**config.mk**
```make
export PLATFORM = sky130hd
export DESIGN_NAME = dram_arbiter_flat
export DESIGN_NICKNAME = d
export VERILOG_FILES = /design/src/rtl/dram_arbiter_pkg.sv /design/src/rtl/dram_arbiter_if.sv /design/src/rtl/dram_arb_pick.sv /design/src/rtl/dram_arbiter.sv /design/src/flat_wrapper.sv
export SDC_FILE = /design/constraint.sdc
export NUM_CORES = 1
export LEC_CHECK = 0
export CAP_MARGIN = 25
export CORE_UTILIZATION = 41
export DETAILED_ROUTE_END_ITERATION = 8
export GPL_ROUTABILITY_DRIVEN = 0
export PLACE_DENSITY_LB_ADDON = 0.05
export REMOVE_ABC_BUFFERS = 1
export SETUP_SLACK_MARGIN = 0.3
export SYNTH_ARGS = -nofsm -noshare
export SYNTH_HDL_FRONTEND = slang
export SYNTH_SLANG_ARGS = --single-unit
```
**constraint.sdc**
```tcl
create_clock -name clk -period 1.95 [get_ports clk]
set_input_delay 0.39 -clock clk [delete_from_list [all_inputs] [get_ports clk]]
set_output_delay 0.39 -clock clk [all_outputs]
set_load 0.01 [all_outputs]
```
**src/rtl/dram_arbiter_pkg.sv**
```systemverilog
// Shared types and constants for the two-master data RAM arbiter.
package dram_arbiter_pkg;

  localparam int DATA_BUS_W      = 32;
  localparam int DATA_ADDR_BUS_W = 32;
  localparam logic [DATA_BUS_W-1:0] ZERO_WORD = 32'h0000_0000;

  localparam logic M0_ID = 1'b0;
  localparam logic M1_ID = 1'b1;

  typedef enum logic [1:0] {
    ARB_IDLE   = 2'b00,
    ARB_ACCESS = 2'b01,
    ARB_DONE   = 2'b10
  } arb_state_e;

  function automatic logic other_id(input logic id);
    return (id == M0_ID) ? M1_ID : M0_ID;
  endfunction

endpackage

```
**src/rtl/dram_arbiter_if.sv**
```systemverilog
// Bus bundle between the two requesters, the arbiter and the data RAM.
interface dram_arbiter_if #(
  parameter int ADDR_W = 32,
  parameter int DATA_W = 32
);
  localparam int SEL_W = DATA_W / 8;

  logic              m0_req_i;
  logic              m0_we_i;
  logic [ADDR_W-1:0] m0_addr_i;
  logic [SEL_W-1:0]  m0_sel_i;
  logic [DATA_W-1:0] m0_data_i;
  logic [DATA_W-1:0] m0_data_o;
  logic              m0_ack_o;
  logic              m0_stallreq_o;

  logic              m1_req_i;
  logic              m1_we_i;
  logic [ADDR_W-1:0] m1_addr_i;
  logic [SEL_W-1:0]  m1_sel_i;
  logic [DATA_W-1:0] m1_data_i;
  logic [DATA_W-1:0] m1_data_o;
  logic              m1_ack_o;

  logic              ram_ce_o;
  logic              ram_we_o;
  logic [ADDR_W-1:0] ram_addr_o;
  logic [SEL_W-1:0]  ram_sel_o;
  logic [DATA_W-1:0] ram_data_o;
  logic [DATA_W-1:0] ram_data_i;

  modport slave (
    input  m0_req_i, m0_we_i, m0_addr_i, m0_sel_i, m0_data_i,
    output m0_data_o, m0_ack_o, m0_stallreq_o,
    input  m1_req_i, m1_we_i, m1_addr_i, m1_sel_i, m1_data_i,
    output m1_data_o, m1_ack_o,
    output ram_ce_o, ram_we_o, ram_addr_o, ram_sel_o, ram_data_o,
    input  ram_data_i
  );

  modport master (
    output m0_req_i, m0_we_i, m0_addr_i, m0_sel_i, m0_data_i,
    input  m0_data_o, m0_ack_o, m0_stallreq_o,
    output m1_req_i, m1_we_i, m1_addr_i, m1_sel_i, m1_data_i,
    input  m1_data_o, m1_ack_o,
    input  ram_ce_o, ram_we_o, ram_addr_o, ram_sel_o, ram_data_o,
    output ram_data_i
  );

endinterface

```
**src/rtl/dram_arb_pick.sv**
```systemverilog
// Combinational grant selector; on a tie the master other than i_last wins.
// With DRAM_ARB_RR_EN undefined the top ties i_last to master 1, giving fixed priority to master 0.
module dram_arb_pick
  import dram_arbiter_pkg::*;
(
  input  logic i_req0,
  input  logic i_req1,
  input  logic i_last,
  output logic o_grant
);

  // grant decision
  always_comb begin
    o_grant = M0_ID;
    if (i_req0 && i_req1) begin
      o_grant = other_id(i_last);
    end else if (i_req1) begin
      o_grant = M1_ID;
    end else begin
      o_grant = M0_ID;
    end
  end

endmodule

```
**src/rtl/dram_arbiter.sv**
```systemverilog
// Two-master arbiter for the single-port data RAM: IDLE -> ACCESS -> DONE per transaction.
// Macro DRAM_ARB_RR_EN selects round-robin tie-breaking; undefined gives master 0 fixed priority.
module dram_arbiter
  import dram_arbiter_pkg::*;
#(
  parameter int ADDR_W = DATA_ADDR_BUS_W,
  parameter int DATA_W = DATA_BUS_W
)(
  input  logic           clk,
  input  logic           rst,
  dram_arbiter_if.slave  bus
);

  localparam int SEL_W = DATA_W / 8;

  arb_state_e        r_state;
  arb_state_e        w_next;
  logic              r_we;
  logic [ADDR_W-1:0] r_addr;
  logic [SEL_W-1:0]  r_sel;
  logic [DATA_W-1:0] r_data;
  logic              r_gnt;
  logic [DATA_W-1:0] r_m0_data;
  logic [DATA_W-1:0] r_m1_data;
  logic              r_m0_ack;
  logic              r_m1_ack;
  logic              w_gnt;
  logic              w_last;
  logic              w_any_req;
  logic              w_latch;

  assign w_any_req = bus.m0_req_i | bus.m1_req_i;
  assign w_latch   = (r_state == ARB_IDLE) && w_any_req;

`ifdef DRAM_ARB_RR_EN
  logic r_last;

  // most recent winner, used to alternate on ties
  always_ff @(posedge clk) begin
    if (rst) begin
      r_last <= M1_ID;
    end else if (w_latch) begin
      r_last <= w_gnt;
    end
  end

  assign w_last = r_last;
`else
  assign w_last = M1_ID;
`endif

  dram_arb_pick u_pick (
    .i_req0  (bus.m0_req_i),
    .i_req1  (bus.m1_req_i),
    .i_last  (w_last),
    .o_grant (w_gnt)
  );

  // next-state logic
  always_comb begin
    w_next = r_state;
    case (r_state)
      ARB_IDLE:   w_next = w_any_req ? ARB_ACCESS : ARB_IDLE;
      ARB_ACCESS: w_next = ARB_DONE;
      ARB_DONE:   w_next = ARB_IDLE;
      default:    w_next = ARB_IDLE;
    endcase
  end

  // state, request latch, read-data capture and ack registers
  always_ff @(posedge clk) begin
    if (rst) begin
      r_state   <= ARB_IDLE;
      r_we      <= 1'b0;
      r_addr    <= {ADDR_W{1'b0}};
      r_sel     <= {SEL_W{1'b0}};
      r_data    <= {DATA_W{1'b0}};
      r_gnt     <= M0_ID;
      r_m0_data <= {DATA_W{1'b0}};
      r_m1_data <= {DATA_W{1'b0}};
      r_m0_ack  <= 1'b0;
      r_m1_ack  <= 1'b0;
    end else begin
      r_state <= w_next;
      if (w_latch) begin
        r_gnt  <= w_gnt;
        r_we   <= (w_gnt == M1_ID) ? bus.m1_we_i   : bus.m0_we_i;
        r_addr <= (w_gnt == M1_ID) ? bus.m1_addr_i : bus.m0_addr_i;
        r_sel  <= (w_gnt == M1_ID) ? bus.m1_sel_i  : bus.m0_sel_i;
        r_data <= (w_gnt == M1_ID) ? bus.m1_data_i : bus.m0_data_i;
      end
      if ((r_state == ARB_ACCESS) && !r_we) begin
        if (r_gnt == M1_ID) begin
          r_m1_data <= bus.ram_data_i;
        end else begin
          r_m0_data <= bus.ram_data_i;
        end
      end
      r_m0_ack <= (r_state == ARB_ACCESS) && (r_gnt == M0_ID);
      r_m1_ack <= (r_state == ARB_ACCESS) && (r_gnt == M1_ID);
    end
  end

  // RAM drive only in ACCESS; chip enable is blocked while reset is asserted
  always_comb begin
    bus.ram_ce_o   = 1'b0;
    bus.ram_we_o   = 1'b0;
    bus.ram_addr_o = {ADDR_W{1'b0}};
    bus.ram_sel_o  = {SEL_W{1'b0}};
    bus.ram_data_o = {DATA_W{1'b0}};
    if (r_state == ARB_ACCESS) begin
      bus.ram_ce_o   = ~rst;
      bus.ram_we_o   = r_we;
      bus.ram_addr_o = r_addr;
      bus.ram_sel_o  = r_sel;
      bus.ram_data_o = r_data;
    end else begin
      bus.ram_ce_o   = 1'b0;
    end
  end

  assign bus.m0_data_o     = r_m0_data;
  assign bus.m1_data_o     = r_m1_data;
  assign bus.m0_ack_o      = r_m0_ack;
  assign bus.m1_ack_o      = r_m1_ack;
  assign bus.m0_stallreq_o = bus.m0_req_i & ~r_m0_ack;

endmodule

```
**src/flat_wrapper.sv**
```systemverilog
// flat-port wrapper written by rule: the top's interface ports become plain ports
module dram_arbiter_flat import dram_arbiter_pkg::*;
#(
  parameter int ADDR_W = DATA_ADDR_BUS_W,
  parameter int DATA_W = DATA_BUS_W
)
  (clk, rst, bus_m0_req_i, bus_m0_we_i, bus_m0_addr_i, bus_m0_sel_i, bus_m0_data_i, bus_m0_data_o, bus_m0_ack_o, bus_m0_stallreq_o, bus_m1_req_i, bus_m1_we_i, bus_m1_addr_i, bus_m1_sel_i, bus_m1_data_i, bus_m1_data_o, bus_m1_ack_o, bus_ram_ce_o, bus_ram_we_o, bus_ram_addr_o, bus_ram_sel_o, bus_ram_data_o, bus_ram_data_i);
  dram_arbiter_if #(.ADDR_W(ADDR_W), .DATA_W(DATA_W)) bus_i ();
  input  logic clk;
  input  logic rst;
  input wire logic [$bits(bus_i.m0_req_i)-1:0] bus_m0_req_i;
  input wire logic [$bits(bus_i.m0_we_i)-1:0] bus_m0_we_i;
  input wire logic [$bits(bus_i.m0_addr_i)-1:0] bus_m0_addr_i;
  input wire logic [$bits(bus_i.m0_sel_i)-1:0] bus_m0_sel_i;
  input wire logic [$bits(bus_i.m0_data_i)-1:0] bus_m0_data_i;
  output wire logic [$bits(bus_i.m0_data_o)-1:0] bus_m0_data_o;
  output wire logic [$bits(bus_i.m0_ack_o)-1:0] bus_m0_ack_o;
  output wire logic [$bits(bus_i.m0_stallreq_o)-1:0] bus_m0_stallreq_o;
  input wire logic [$bits(bus_i.m1_req_i)-1:0] bus_m1_req_i;
  input wire logic [$bits(bus_i.m1_we_i)-1:0] bus_m1_we_i;
  input wire logic [$bits(bus_i.m1_addr_i)-1:0] bus_m1_addr_i;
  input wire logic [$bits(bus_i.m1_sel_i)-1:0] bus_m1_sel_i;
  input wire logic [$bits(bus_i.m1_data_i)-1:0] bus_m1_data_i;
  output wire logic [$bits(bus_i.m1_data_o)-1:0] bus_m1_data_o;
  output wire logic [$bits(bus_i.m1_ack_o)-1:0] bus_m1_ack_o;
  output wire logic [$bits(bus_i.ram_ce_o)-1:0] bus_ram_ce_o;
  output wire logic [$bits(bus_i.ram_we_o)-1:0] bus_ram_we_o;
  output wire logic [$bits(bus_i.ram_addr_o)-1:0] bus_ram_addr_o;
  output wire logic [$bits(bus_i.ram_sel_o)-1:0] bus_ram_sel_o;
  output wire logic [$bits(bus_i.ram_data_o)-1:0] bus_ram_data_o;
  input wire logic [$bits(bus_i.ram_data_i)-1:0] bus_ram_data_i;
  assign bus_i.m0_req_i = bus_m0_req_i;
  assign bus_i.m0_we_i = bus_m0_we_i;
  assign bus_i.m0_addr_i = bus_m0_addr_i;
  assign bus_i.m0_sel_i = bus_m0_sel_i;
  assign bus_i.m0_data_i = bus_m0_data_i;
  assign bus_m0_data_o = bus_i.m0_data_o;
  assign bus_m0_ack_o = bus_i.m0_ack_o;
  assign bus_m0_stallreq_o = bus_i.m0_stallreq_o;
  assign bus_i.m1_req_i = bus_m1_req_i;
  assign bus_i.m1_we_i = bus_m1_we_i;
  assign bus_i.m1_addr_i = bus_m1_addr_i;
  assign bus_i.m1_sel_i = bus_m1_sel_i;
  assign bus_i.m1_data_i = bus_m1_data_i;
  assign bus_m1_data_o = bus_i.m1_data_o;
  assign bus_m1_ack_o = bus_i.m1_ack_o;
  assign bus_ram_ce_o = bus_i.ram_ce_o;
  assign bus_ram_we_o = bus_i.ram_we_o;
  assign bus_ram_addr_o = bus_i.ram_addr_o;
  assign bus_ram_sel_o = bus_i.ram_sel_o;
  assign bus_ram_data_o = bus_i.ram_data_o;
  assign bus_i.ram_data_i = bus_ram_data_i;
  dram_arbiter #(.ADDR_W(ADDR_W), .DATA_W(DATA_W)) u_core (.clk(clk), .rst(rst), .bus(bus_i));
endmodule
```
* After elaboration in Yosys (flattened, before gate mapping)
Cells that the tools add are included.
** Word-level totals
- Bits in registers :: 138
- Latch bits :: 0
- RAM bits :: 0
- ROM bits :: 0
- Input port bits :: 174
- Output and inout port bits :: 137
- Logic and storage cells :: 38
- Memories kept :: 0
** Cells by class
- $add $sub $neg :: 0
- $mul :: 0
- Div/mod/pow operators :: 0
- $lt $le $gt $ge :: 0
- Equal/unequal tests :: 1
- Shift operators :: 0
- Mux-type cells :: 13
- Bitwise operators :: 5
- Reduce and logical (&&, ||, !) cells :: 9
** Operator list (count)
- $mux 32 :: 4
- $mux 4 :: 2
- $mux 1 :: 6
- $logic_and 1x1->1 :: 5
- $pmux 2 s2 :: 1
- $reduce_and 2->1 :: 2
- $not 1->1 :: 3
- $eq 2x1->1 const B :: 1
- $logic_not 2->1 :: 1
- $and 1x1->1 :: 1
- $logic_not 1->1 :: 1
- $or 1x1->1 :: 1

* Logic depth before layout (Yosys ltp)
Gate-level depths: netlist (run 1).
- Word-level depth :: 3
- Gate-level depth with buffers :: 6
- Mapped depth without buffers :: 3

* By module
A second synthesis (run 1) with hierarchy kept.
** Second synthesis, totals
- Cell total of the unflattened synthesis :: 694
- Area total of the unflattened synthesis :: 6398.6 µm²
** By module, submodules not included
- dram_arbiter :: instances 1, cells each 693, area each 6387.4 µm², sequential area each 2762.6 µm²
- dram_arb_pick :: instances 1, cells each 1, area each 11.3 µm², sequential area each 0.0 µm²

* Worst setup path after synthesis (run 1)
No wires, ideal clock.
- Kind :: flip-flop to output port
- Start :: reg u_core.r_state[1]
- End :: out bus_ram_data_o[21]
- Data arrival time :: 1.216 ns
- Required time :: 1.560 ns
- Path slack :: 0.344 ns
- Stages on the path, launching flop included :: 5
- Buffers on the path :: 2
- Cells stage by stage :: dfxtp_1 -> and2b_1 -> clkbuf_1 -> clkbuf_1 -> and2_1
** Between the ends
- Word-level cells in the longest chain between the ends :: 2
** Ends and longest elaborated chain
- start: declaration :: RTL line dram_arbiter.sv:16 : arb_state_e r_state;
- start signal: assignment :: RTL line dram_arbiter.sv:84 : r_state <= w_next;
- $eq 2x1->1 :: RTL line dram_arbiter.sv:111 : if (r_state == ARB_ACCESS) begin
- $mux 32 :: RTL line dram_arbiter.sv:111
- end: declaration :: RTL line flat_wrapper.sv:30 : output wire logic [$bits(bus_i.ram_data_o)-1:0] bus_ram_data_o;
No other way between the ends.

* Worst setup path in the final report (run 1)
- Start :: reg u_core.r_state[1]
- End :: out bus_ram_data_o[6]
Same word-level chain as after synthesis.

==> flow_summary_export.csv, run 1 <==
group,metric,value,unit
cells_and_area,fin_cells,1298,
route,via_count,6611,
timing,worstMarginPinSlew,895,ps
power_and_ir_drop,p_per_area,792,nW/µm²
grt,grt_usage,27.4,%
grt,grt_pass1_vias,6572,
cells_and_area,drive_gt1_share,26.6,%
grt,grt_max_degree,138,
logic_synthesis,synth_edf_count,0,
power_and_ir_drop,p_leak,4.51,nW
placement,port_buffers,310,
cts,numCtsBuffers,17,
setup_path,cp-startpoint,"u_core.r_state[1]$_SDFF_PP0_",
setup_path,rrSetupSlack,410,ps
setup_path,slowest_stage,"dfxtp_2",
route,wl_per_cell,17.0,µm
logic_synthesis,synth-seq-cells,138,
cts,clk_pin_slew,60,ps
timing,slew_viol_final,0,
grt,grt_antenna_before_repair,0,
logic_synthesis,netlist_area,6410,µm²
logic_synthesis,syn-mean-instance-area,8.33,µm²
cts,cts_num_sinks,138,
setup_path,arrival,1680,ps
timing,whs,272,ps
power_and_ir_drop,vdd_ir_drop_max,0.701,mV
timing,setup_tns,-2450,ps
logic_synthesis,ys_warn_count,0,
setup_path,cp_cell_sequence,"and2b_4, buf_12, buf_12, buf_6, buf_12, and2_4, buf_6",
cells_and_area,n_antenna_cell,0,
timing,hold_violations,0,
setup_path,startpoint_type,"flop",
cells_and_area,fin_util,71.6,%
timing,period_minus_slack,2070,ps
setup_path,end_kind,"output pin",
floorplan,core_area,15300,µm²
status,status,"finished, violations left",
cells_and_area,syn_to_final_growth,70.4,%
logic_synthesis,yosys.cell_count.top_type,"nand2_1",
logic_synthesis,synth.top_cell.area_share,43.1,%
timing,fmax,0.482,GHz
cts,htree_levels,4,
logic_synthesis,synth_area_leaders,"dfxtp_1 (43%), a311oi_2 (16%), nand2_1 (16%)",
logic_synthesis,async_reset_ff_share,0,%
placement,post-place-ws,4.94,ps
hold_path,min_from,"rst",
setup_path,worst_r2r_path_depth,5,
route,drc,0,
floorplan,die_area,16100,µm²
floorplan,fp.dieH,127,µm
setup_path,r2r-end,"u_core.r_addr[12]$_SDFFE_PP0P_",
job,maxCapViolations,0,
timing,setup_viol,54,
route,wl,22000,µm
grt,gr-total-overflow,0,
timing,rsz0062_at_grt,"yes",
logic_synthesis,syn_inst,770,
floorplan,die_w,127,µm
grt,grt_pass1_wl,34300,µm
logic_synthesis,ys_top_cells_by_count,"nand2_1 (266), dfxtp_1 (138), a21oi_1 (134)",
cts,cts.path.max_buffers,2,
route,vias_per_cell,5.09,
logic_synthesis,synth_cell_types,22,
cts,cts_tree,"done",
cts,postCtsHoldBufs,0,
route,drt_pass1_iterations,5,
cells_and_area,fin_nets,1249,
setup_path,r2r-start,"u_core.r_state[0]$_SDFF_PP0_",
setup_path,path_common_cell,"buf_12",
hold_path,worstHoldPathType,"in2reg",
logic_synthesis,synth_area_leader_cell,"dfxtp_1",
placement,dp_hpwl,14200,µm
setup_path,crit_end,"bus_ram_data_o[6]",
setup_path,worst_ep_required_time,1560,ps
cts,clock_latency,420,ps
timing,fin_ws,-123,ps
route,drtIter0Drc,326,
floorplan,pin_count,311,
timing,clock_skew,8.03,ps
logic_synthesis,synth_ff_type,"dfxtp_1",
setup_path,crit_fanout,8,
floorplan,num_rows,45,
logic_synthesis,seq_area_frac_synth,43.1,%
setup_path,crit_type,"reg2out",
setup_path,cp_slowest_stage_delay,320,ps
timing,fin_crit_sh,106,%
cts,root_buffer,"clkbuf_16",
placement,dp_cells,1247,
floorplan,start_util,42.0,%
status,violations,"negative setup slack",
timing,slew_headroom,40.4,%
route,ant_nets,0,
[final cells by class]
cell class,count,area [µm²]
tap,211,264
fill,1261,4340
sequential,138,2760
multi-input combinational,556,3460
clock inverter,11,195
clock buffer,20,447
timing repair buffer,362,3790
[flip-flops by register name, indices dropped and copies added (netlist names)]
register and cells:
u_core.r_data 32, u_core.r_gnt 1, u_core.r_state 2, u_core.bus.m1_ack_o 1, u_core.r_we 1, u_core.bus.m1_data_o 32, u_core.bus.m0_data_o 32, u_core.r_sel 4
u_core.r_addr 32, u_core.bus.m0_ack_o 1
[kinds of logic after synthesis]
kind of cell	synth area share, %
buffers and inverters	5.95
and+or+nand+nor	24.2
AOI/OAI and AO/OA	26.7
DFF	43.1
[through the flow]
stage / instance area, µm² / total power [mW]
4_1_cts: 10800 / 8.68
2_1_floorplan: 6030 / 3.97
3_3_place_gp: 9860 / 4.98
6_report: 10900 / 8.65
5_1_grt: 10900 / 8.99
3_5_place_dp: 9860 / 4.99
[worst max-delay path: cells and delay by family (launching register included)]
kind,cells,cell delay (ps)
buffers and inverters,5,600
and+or+nand+nor,2,350
DFF,1,320
[how the worst min path moves through the flow]
stage | end | slack [ps] | depth (start not counted)
6_report | u_core.bus.m1_ack_o$_SDFF_PP0_ | 270 | 3
5_1_grt | u_core.bus.m1_ack_o$_SDFF_PP0_ | 260 | 3
4_1_cts | u_core.bus.m1_ack_o$_SDFF_PP0_ | 250 | 3
3_5_place_dp | u_core.bus.m1_data_o[17]$_SDFFE_PP0P_ | 450 | 2
3_3_place_gp | u_core.bus.m0_data_o[21]$_SDFFE_PP0P_ | 440 | 2
2_1_floorplan | u_core.r_addr[0]$_SDFFE_PP0P_ | 460 | 1
[power by group]
part | internal, mW | total (mW) | switching (mW)
combinational | 1.08 | 1.95 | 0.876
clock | 2.30 | 3.52 | 1.22
sequential | 3.05 | 3.18 | 0.133
[repair_timing]
action | 4_1_cts | 5_1_grt
buffers inserted | 14 | 0
cloned | 5 | 1
gates resized for setup | 460 | 27
endpoints found under the setup margin | 137 | 71
pin swaps | 22 | 15
[cell usage in the layout, fill, tap and decap left out, types with 2 or more instances in the layout]
cell type / count
clkinv_2: 2
dlygate4sd2_1: 66
dfxtp_1: 137
clkinv_4: 4
a21oi_1: 134
buf_12: 18
bufinv_16: 5
clkdlybuf4s50_1: 172
a311oi_2: 69
buf_16: 5
clkbuf_1: 2
buf_4: 20
clkbuf_16: 18
and2_1: 15
and2_4: 56
buf_6: 67
nand2_1: 266
buf_2: 13
[per-layer routing]
layer | global-route usage (%) | part of all wire (%) | vias to the layer above
li1 | - | - | 3226
met1 | 31.3 | 40 | 3076
met2 | 46.6 | 49 | 265
met3 | 8.71 | 7.8 | 44
met4 | 13.0 | 3.2 | 0
met5 | 0 | 0 | -
Note: power is estimated with default switching activity, not from simulation.
==> run 2, diff against run 1 <==
--- a/config.mk
+++ b/config.mk
@@ -6,6 +6,7 @@
 export NUM_CORES = 1
 export LEC_CHECK = 0
 export CAP_MARGIN = 25
+export CORE_MARGIN = 5
 export CORE_UTILIZATION = 41
 export DETAILED_ROUTE_END_ITERATION = 8
 export GPL_ROUTABILITY_DRIVEN = 0
==> flow_summary_export.csv, run 2 (synthesis gave the netlist of run 1 again) <==
group,metric,value,unit
status,status,"finished, violations left",
status,violations,"negative setup slack",
route,drc,0,
floorplan,core_area,15300,µm²
cts,numCtsBuffers,17,
route,wl,23300,µm
setup_path,arrival,1610,ps
timing,setup_tns,-1240,ps
cells_and_area,final_common_cell,"nand2_1",
floorplan,die_area,18200,µm²
setup_path,startpoint_type,"flop",
route,vias_per_cell,5.12,
route,drt_pass1_iterations,4,
setup_path,r2r-start,"u_core.r_state[1]$_SDFF_PP0_",
cells_and_area,fin_nets,1244,
hold_path,min_from,"rst",
grt,grt_pass1_wl,34600,µm
cts,root_buffer,"clkbuf_16",
timing,fin_ws,-48.0,ps
cells_and_area,fillers,1276,
timing,fin_crit_sh,102,%
placement,placed_area,9740,µm²
power_and_ir_drop,p_switching,2.28,mW
floorplan,start_util,42.0,%
job,maxCapViolations,0,
timing,slew_viol_final,0,
route,via_count,6631,
grt,grt_pass1_vias,6455,
cts,cts_tree,"done",
grt,grt_max_degree,138,
grt,grt_usage,24.1,%
setup_path,crit_fanout,5,
timing,hold_violations,0,
power_and_ir_drop,p_per_area,764,nW/µm²
timing,setup_viol,58,
cells_and_area,fin_area,10900,µm²
cells_and_area,fin_cells,1296,
floorplan,fp.dieH,135,µm
power_and_ir_drop,clkPwrFrac,38.6,%
placement,dp_hpwl,15300,µm
hold_path,holdPathStages,4,
power_and_ir_drop,finalPower,8.36,mW
cts,cts.path.max_buffers,2,
cells_and_area,drive_gt1_share,27.6,%
cts,clock_latency,420,ps
timing,clock_skew,6.70,ps
cells_and_area,syn_to_final_growth,70.7,%
floorplan,die_w,135,µm
placement,dp_cells,1242,
power_and_ir_drop,pwr-share-seq,37.9,%
grt,grt_antenna_before_repair,2,
power_and_ir_drop,p_int,6.08,mW
setup_path,worst_ep_required_time,1560,ps
setup_path,cp-startpoint,"u_core.r_state[1]$_SDFF_PP0_",
placement,post-place-ws,-18.3,ps
placement,port_buffers,310,
timing,slew_headroom,47.2,%
timing,fmax,0.501,GHz
timing,whs,422,ps
setup_path,end_kind,"output pin",
power_and_ir_drop,switching_share,27.3,%
hold_path,worstHoldPathType,"in2reg",
cts,htree_levels,4,
power_and_ir_drop,vdd_ir_drop_max,0.614,mV
timing,worstMarginPinSlew,792,ps
cts,cts_num_sinks,138,
route,ant_nets,0,
cts,clk_pin_slew,60,ps
cts,postCtsHoldBufs,0,
setup_path,crit_type,"reg2out",
floorplan,num_rows,45,
grt,gr-total-overflow,0,
route,wl_per_cell,17.9,µm
setup_path,worst_r2r_path_depth,6,
floorplan,pin_count,311,
power_and_ir_drop,comb_power_share,23.6,%
power_and_ir_drop,p_leak,4.49,nW
route,drtIter0Drc,362,
timing,period_minus_slack,2000,ps
cells_and_area,layout_common_cells,"nand2_1 (266), clkdlybuf4s50_1 (172), dfxtp_1 (137)",
cells_and_area,fin_util,71.7,%
timing,rsz0062_at_grt,"yes",
-- run 2: cell count changes in the layout (fill, tap and decap cells not counted), sizes merged, moves of 2 or more --
cell and change:
inv +3, diode +2, buf -9, bufinv -3
clkinvlp +2, clkbuf +4
-- run 2: power groups by stage --
stage                     sequential [mW]  combinational (mW)  clock, mW
final                                3.17                1.97       3.23
after global routing                 3.19                2.11       3.41
after CTS                            3.16                1.86       3.28
after detailed placement             3.21                1.73          0
after global placement               3.21                1.71          0
after floorplan                      3.21               0.761          0
-- run 2: final timing paths --
kind / end / slack [ps]
setup / recovery: bus_ram_data_o[27] / -50
hold / removal: u_core.bus.m1_ack_o$_SDFF_PP0_ / 420
setup reg to reg: u_core.bus.m0_data_o[31]$_SDFFE_PP0P_ / 360
hold reg to reg: u_core.bus.m1_data_o[3]$_SDFFE_PP0P_ / 450
-- run 2: cell type report --
class                           instances  area, µm²  share of cell area (%)
Sequential cell                       138       2760                    25.3
Clock buffer                           20        457                    4.17
Antenna cell                            2       5.00                  0.0457
Clock inverter                         12        138                    1.26
Multi-Input combinational cell        556       3500                    32.0
Timing Repair Buffer                  357       3820                    34.9
Tap cell                              211        264                    2.41
-- run 2: worst max-delay path: stages (launching register included) --
cell       delay, ps
dfxtp_2          310
and2b_4          270
buf_12           120
buf_8            110
clkbuf_16        140
and2_4           130
buf_6             90
-- run 2: routing by layer --
metal / part of all wire [%] / global-route usage, % / wire length [µm]
met1: 40 / 27.7 / 9240
met2: 48 / 41.4 / 11200
met3: 9.4 / 8.79 / 2190
met4: 2.5 / 8.62 / 591
met5: 0 / 0 / 0
-- run 2: repair_timing --
action                                  in CTS  in global routing
pin swaps                                   14                 46
buffers inserted                             9                  2
cloned                                       5                  4
resized for setup                          472                 62
endpoints found under the setup margin     137                 71
